### src/rtl/xbar_slave_arbiter.sv
// Purpose: round-robin arbiter sharing one crossbar slave port among NUM_MASTERS masters.
// Latency: one idle (arbitration) cycle before s_req; ack and resp are routed back combinationally.
// Backpressure: the granted master waits on s_ack; a read holds the grant until s_resp or timeout.
//
// Ports:
//   clk, rst                  clock, synchronous active-high reset
//   m_req/m_addr/m_cmd/m_wdata packed per-master request bundle (master i at slice i)
//   m_ack, m_resp, m_rdata    per-master accept/read-response strobes, shared read data
//   s_req/s_addr/s_cmd/s_wdata request forwarded to the slave
//   s_ack, s_resp, s_rdata    slave accept/read-response strobes and read data
//   timeout                   one-cycle pulse when an outstanding read is abandoned
module xbar_slave_arbiter #(
  parameter int NUM_MASTERS = 4,
  parameter int ADDR_WIDTH  = 32,
  parameter int DATA_WIDTH  = 32,
  parameter int TIMEOUT     = 255
) (
  input  logic                              clk,
  input  logic                              rst,
  input  logic [NUM_MASTERS-1:0]            m_req,
  input  logic [NUM_MASTERS*ADDR_WIDTH-1:0] m_addr,
  input  logic [NUM_MASTERS-1:0]            m_cmd,
  input  logic [NUM_MASTERS*DATA_WIDTH-1:0] m_wdata,
  output logic [NUM_MASTERS-1:0]            m_ack,
  output logic [DATA_WIDTH-1:0]             m_rdata,
  output logic [NUM_MASTERS-1:0]            m_resp,
  output logic                              s_req,
  output logic [ADDR_WIDTH-1:0]             s_addr,
  output logic                              s_cmd,
  output logic [DATA_WIDTH-1:0]             s_wdata,
  input  logic                              s_ack,
  input  logic [DATA_WIDTH-1:0]             s_rdata,
  input  logic                              s_resp,
  output logic                              timeout
);

  localparam int GW = $clog2(NUM_MASTERS);
  localparam int CW = (TIMEOUT > 0) ? $clog2(TIMEOUT + 1) : 1;

  typedef enum logic [1:0] {
    IDLE      = 2'd0,
    BUSY      = 2'd1,
    WAIT_RESP = 2'd2
  } state_e;

  state_e        state_q;
  logic [GW-1:0] grant_q;
  logic [GW-1:0] last_q;
  logic [GW-1:0] grant_d;
  logic          grant_found;
  logic [CW-1:0] cnt_q;
  logic          tmo_hit;

  // Unpack the flat per-master buses so the grant index selects a whole word.
  logic [ADDR_WIDTH-1:0] addr_a  [NUM_MASTERS];
  logic [DATA_WIDTH-1:0] wdata_a [NUM_MASTERS];

  for (genvar g = 0; g < NUM_MASTERS; g++) begin : g_unpack
    assign addr_a[g]  = m_addr[g*ADDR_WIDTH +: ADDR_WIDTH];
    assign wdata_a[g] = m_wdata[g*DATA_WIDTH +: DATA_WIDTH];
  end

  // Round-robin search: first requester strictly after last_q, wrapping.
  always_comb begin
    int            idx;
    logic [GW-1:0] sel;
    grant_d     = last_q;
    grant_found = 1'b0;
    idx         = 0;
    sel         = '0;
    for (int i = 1; i <= NUM_MASTERS; i++) begin
      idx = (int'(last_q) + i) % NUM_MASTERS;
      sel = GW'(idx);
      if (!grant_found && m_req[sel]) begin
        grant_d     = sel;
        grant_found = 1'b1;
      end
    end
  end

  // Abandon the read on the last allowed wait cycle; a same-cycle s_resp wins.
  assign tmo_hit = (TIMEOUT != 0) && (state_q == WAIT_RESP) && !s_resp &&
                   (cnt_q == CW'(TIMEOUT - 1));

  always_comb begin
    s_req   = 1'b0;
    s_addr  = '0;
    s_cmd   = 1'b0;
    s_wdata = '0;
    m_ack   = '0;
    m_resp  = '0;
    m_rdata = '0;
    timeout = 1'b0;
    case (state_q)
      BUSY: begin
        s_req          = m_req[grant_q];
        s_addr         = addr_a[grant_q];
        s_cmd          = m_cmd[grant_q];
        s_wdata        = wdata_a[grant_q];
        m_ack[grant_q] = s_ack;
      end
      WAIT_RESP: begin
        m_rdata         = s_rdata;
        m_resp[grant_q] = s_resp;
        if (tmo_hit) begin
          // Complete the read towards the master with zero data.
          m_resp[grant_q] = 1'b1;
          m_rdata         = '0;
          timeout         = 1'b1;
        end
      end
      default: ;
    endcase
  end

  always_ff @(posedge clk) begin
    if (rst) begin
      state_q <= IDLE;
      grant_q <= '0;
      last_q  <= GW'(NUM_MASTERS - 1);
      cnt_q   <= '0;
    end else begin
      case (state_q)
        IDLE: begin
          if (grant_found) begin
            grant_q <= grant_d;
            state_q <= BUSY;
          end
        end
        BUSY: begin
          if (!m_req[grant_q]) begin
            // Master withdrew before ack: abandon without advancing priority.
            state_q <= IDLE;
          end else if (s_ack) begin
            if (m_cmd[grant_q]) begin
              state_q <= IDLE;
              last_q  <= grant_q;
            end else begin
              state_q <= WAIT_RESP;
              cnt_q   <= '0;
            end
          end
        end
        WAIT_RESP: begin
          if (s_resp || tmo_hit) begin
            state_q <= IDLE;
            last_q  <= grant_q;
          end else begin
            cnt_q <= cnt_q + CW'(1);
          end
        end
        default: state_q <= IDLE;
      endcase
    end
  end

endmodule

### config.mk
export PLATFORM = sky130hd
export DESIGN_NAME = xbar_slave_arbiter
export DESIGN_NICKNAME = d
export VERILOG_FILES = /design/src/rtl/xbar_slave_arbiter.sv
export SDC_FILE = /design/constraint.sdc
export NUM_CORES = 1
export LEC_CHECK = 0
export ABC_AREA = 1
export BUFFER_PORTS_ARGS = -buffer_cell sky130_fd_sc_hd__buf_2
export CORE_AREA = 3 3 155 157
export CTS_CLUSTER_SIZE = 30
export DETAILED_ROUTE_END_ITERATION = 8
export DIE_AREA = 0 0 158 160
export PLACE_DENSITY = 0.43
export SYNTH_ARGS = -nofsm -noshare
export SYNTH_HDL_FRONTEND = slang
export SYNTH_SLANG_ARGS = --single-unit
export TNS_END_PERCENT = 10
### constraint.sdc
create_clock -name clk -period 1.9 [get_ports clk]
set_input_delay 0.38 -clock clk [delete_from_list [all_inputs] [get_ports clk]]
set_output_delay 0.38 -clock clk [all_outputs]
set_load 0.1 [all_outputs]
Word-level counts from Yosys, hierarchy flattened
Index checks and enable logic that the tools add are counted.

Logic and storage cells: 103. Bits of input ports: 300. Register bits: 14. Output and inout port bits: 107.

Add/sub/neg operators: 5. Eq/ne operators: 11. Reductions and logical operators: 17. Multiplexer cells: 55. Bitwise gates (word level): 4. Magnitude comparators: 7.

Operators with widths (number): $mux 32 (8); $bmux 32 s2 (2); $mux 8 (4); $mux 2 (13); $pmux 8 s2 (1); $lt 2x3->1 const B (5); $mux 1 (15); $bmux 1 s2 (6); $mux 4 (3); $ne 2x2->1 const B (6); $reduce_and 5->1 (2); $add 8x1->8 const B (1); $and 4x4->4 (2); $eq 8x8->1 const B (1); $logic_and 1x1->1 (6); $pmux 2 s3 (1); $add 2x1->2 const B (2); $add 2x2->2 const B (2); $logic_not 1->1 (4); $or 4x4->4 (1); $pmux 2 s2 (1); $ge 3x3->1 const B (1); $ne 3x3->1 const B (1); $not 2->3 (1); other kinds (10) (10).

Depth between registers and ports, before layout
Depth in word-level cells: 15. Mapped depth: 13.

Worst setup path after synthesis
Ideal clock, no wire load.

Kind: reg-to-output. From: reg state_q[0]. To: out m_ack[0]. Stages on the path, launching flop included: 5. Setup slack: -1.225 ns. Arrival time: 2.745 ns. Required time: 1.520 ns. Path buffers: 0. Path through: dfxtp_1 inv_1 nor2_2 nand2_1 nor3_1.

Cells in the longest elaborated chain, start to end: 2.

RTL lines: start: declaration (RTL line 46) `state_e state_q;`; start signal: assignment (RTL line 118) `state_q <= IDLE;`; start signal: assignment (RTL line 127) `state_q <= BUSY;`; start signal: assignment (RTL line 133) `state_q <= IDLE;`; $eq 2x1->1 (RTL line 94) `case (state_q)`; $mux 4 (RTL line 94); end: declaration (RTL line 24) `output logic [NUM_MASTERS-1:0] m_ack,`.

Every way passes these cells.

Worst setup path after layout
From: reg grant_q[0]. To: out s_wdata[13].

Cells in the longest elaborated chain, start to end: 5.

RTL lines: start: declaration (RTL line 47) `logic [GW-1:0] grant_q;`; start signal: assignment (RTL line 126) `grant_q <= grant_d;`; $not 2->3 (implied by the code) (RTL line 99) `s_wdata = wdata_a[grant_q];`; $bmux 32 s2 (RTL line 99); $mux 32 (implied by the code) (2 in series) (RTL line 99); $mux 32 (RTL line 94); end: declaration (RTL line 30) `output logic [DATA_WIDTH-1:0] s_wdata,`.

Every way passes these cells. The select of a mux whose other input is x is not followed.

==> metrics <==
Root Buffer=clkbuf_16; Final Setup Violations=100; Crit Path Max Fanout=5; maximum clock insertion buffer count=2; Worst-path clk slew=approximately 50 ps; cell count after synthesis=about 570; Worst path most repeated cell=buf_12; static leakage=~0.0038 uW; nets=1315; layout cells sized above 1=0.719; first-pass GRT wire length=roughly 34000 um; worst path required time=1520 ps; critical path depth=9; r2r startpoint=cnt_q[0]; slowest stage delay, CP=about 380 ps; Worst Hold Path Cells=2; worst clock skew=about 2.6 ps; Crit. End Element=primary output; RSZ-0062 raised after global routing=true; commonest cells after routing, fill and taps aside=buf_2 (299), nand2_1 (198), buf_12 (130); synth unique cells=29; DRT Pass-1 Iters=4; Rel. slew slack=0.703; DP Area=0.00877 sq mm; DIE HEIGHT=160 um; Internal Power=around 4300 uW; VDD IR max=approximately 370 uV; die width=between 150 and 200 um; clk_lat worst skew=~250 ps; WL per Instance=approximately 19 um; drt total wl=25000 um; total power=just over 10000 uW; Final Hold Fails=0; CP Data Arrival Time=between 1500 and 2000 ps; failing checks=setup timing; cells on worst reg2reg path=11; number of global-route vias before repair=5616; Setup crit start kind=flip-flop; Final GP Congestion=around 0.87; CTS Hold Bufs=0; Total GRT Usage=0.175; io pins=about 410; Mean Syn Cell Area=about 5.3 sq um; Seq cells post-synth=14; total grt overflow=0; pwr dens=approximately 1100 mW/mm^2; Seq pwr share=0.037; row cnt=55; area grow syn2layout=223%; crit path kind=reg2out; Synth Cell Area=~0.003 sq mm; share of power burned in combinational logic=0.919; Final Slew Violations=0; WHS Endpoint=cnt_q[7]; slew of the pin with the lowest slew margin=445 ps; sequential share of the synthesized area=0.0935; via/cell ratio=between 4 and 5; top_reg_cell synth=dfxtp_1; Detail Placement HPWL=between 20000 and 25000 um; Port-buffer cells=approximately 400; Buf/Inv on CP=6; worst setup margin=-209 ps; Starting Density=0.132; Max-Cap Viols=0; Slowest-stage cell, CP=dfxtp_4; 1st-iter DRT viols=roughly 320; type of the worst min-delay path=reg2reg; HP Start=cnt_q[7]; EDFF count, synth=0; reg2reg end=cnt_q[5]; DRC viols=0; critical path launch point=grant_q[0]; CTS Buf Count=3; Core Region=around 0.023 sq mm; Top delay family on crit path=buffers and inverters; reg2reg setup slack=roughly 250 ps; clock sink count=14; worst path cell trace=inv_8, nor2_4, buf_12, buf_12, clkbuf_16, buf_6, a22oi_2, a31oi_4, buf_12; largest net degree at the start of global routing=34; pre-CTS setup slack=-154 ps; status=complete, but fails checks; Ys Warns=0; Post-Layout Cell Count=1300; dpl cells=~1300; FFs w/ async S/R, synth=0; DIE AREA=about 0.025 sq mm; Detail Route Antenna Nets=0; Final Cycle Share=1.11; antenna violations before repair=6; most common cell after layout, fill and taps aside=buf_2; final instance area=roughly 0.0097 sq mm; TritonCTS clock tree=built; Net Switching=5970 uW; H-tree depth=1; Tmin final=~2100 ps; via count=5805; switching part of the total=0.581; Mapped Nets=~870; fmax=about 470 MHz; Clock power frac=0.045
## per-stage QoR
stage          setup TNS (ps)  hold slack, ps   util
5_1_grt                -16390             505  0.428
3_3_place_gp            -3940             509  0.387
6_report               -10640             488  0.428
3_5_place_dp            -5280             502  0.387
2_1_floorplan           -7440             469      -
4_1_cts                -15530             506  0.397
## Yosys cell counts (5+ instances only)
library cell | instances | area share
buf_2 | 30 | 0.050
nor2_1 | 51 | 0.064
a22oi_1 | 64 | 0.16
inv_1 | 27 | 0.034
nand3_1 | 18 | 0.030
clkbuf_1 | 13 | 0.016
nand2_2 | 8 | 0.017
a31oi_1 | 64 | 0.13
dfxtp_1 | 14 | 0.093
a21oi_1 | 5 | 0.0083
nand2_1 | 239 | 0.30
a21oi_2 | 7 | 0.020
## power groups by stage
| stage | clock, uW | combinational, uW | sequential (uW) |
|---|---|---|---|
| 2_1_floorplan | 0 | 5610 | 340 |
| 3_3_place_gp | 0 | 8580 | 374 |
| 3_5_place_dp | 0 | 8600 | 377 |
| 4_1_cts | 471 | 8730 | 376 |
| 5_1_grt | 482 | 9770 | 381 |
| 6_report | 459 | 9430 | 377 |
## routing by layer
metal | track usage | vias to the layer above | routed length (um)
met5 | 0 | - | 45
met4 | 0.0332 | 6 | 429
met3 | 0.0396 | 34 | 1860
met2 | 0.318 | 253 | 13000
met1 | 0.208 | 2671 | 9730
li1 | - | 2841 | -
## registers in the layout (all words and copies together), names as in the netlist
signal   count
state_q      2
grant_q      2
last_q       2
cnt_q        8
## how the worst max path moves through the flow
stage,endpoint,slack [ps]
after floorplan,m_rdata[0],-110
after global placement,s_addr[30],-120
after detailed placement,s_addr[14],-150
after CTS,s_addr[14],-220
after global routing,s_wdata[13],-260
final,s_wdata[13],-210
## area by class of cell
class                   instances  area, sq um
fillers                      2293        13000
repair buffers                482         4700
multi-input cells             480         4080
well taps                     285          357
flip-flops and latches         14          292
inverters                      32          158
clock buffers                   4         88.8
diodes                          3         7.51
## cell families after synthesis
group	after synthesis	share of synthesized area
flip-flops	14	0.0935
AO/OA/AOI/OAI	149	0.344
AND/OR/NAND/NOR	325	0.432
XOR/XNOR	4	0.0117
adder cells (fa/ha/maj)	2	0.00835
buffers and inverters	77	0.111
## what timing repair did
action | CTS | global route
pin swaps | 7 | 16
resized for setup | 30 | 89
cloned | 2 | 8
endpoints found under the setup margin | 103 | 105
buffers inserted | 1 | 11
## worst min-delay path, delay by kind of cell (launching register included)
family,cells,cell delay (ps)
compound gates,1,40
flops,1,340
simple gates,1,70
(Power assumes the default switching activity.)
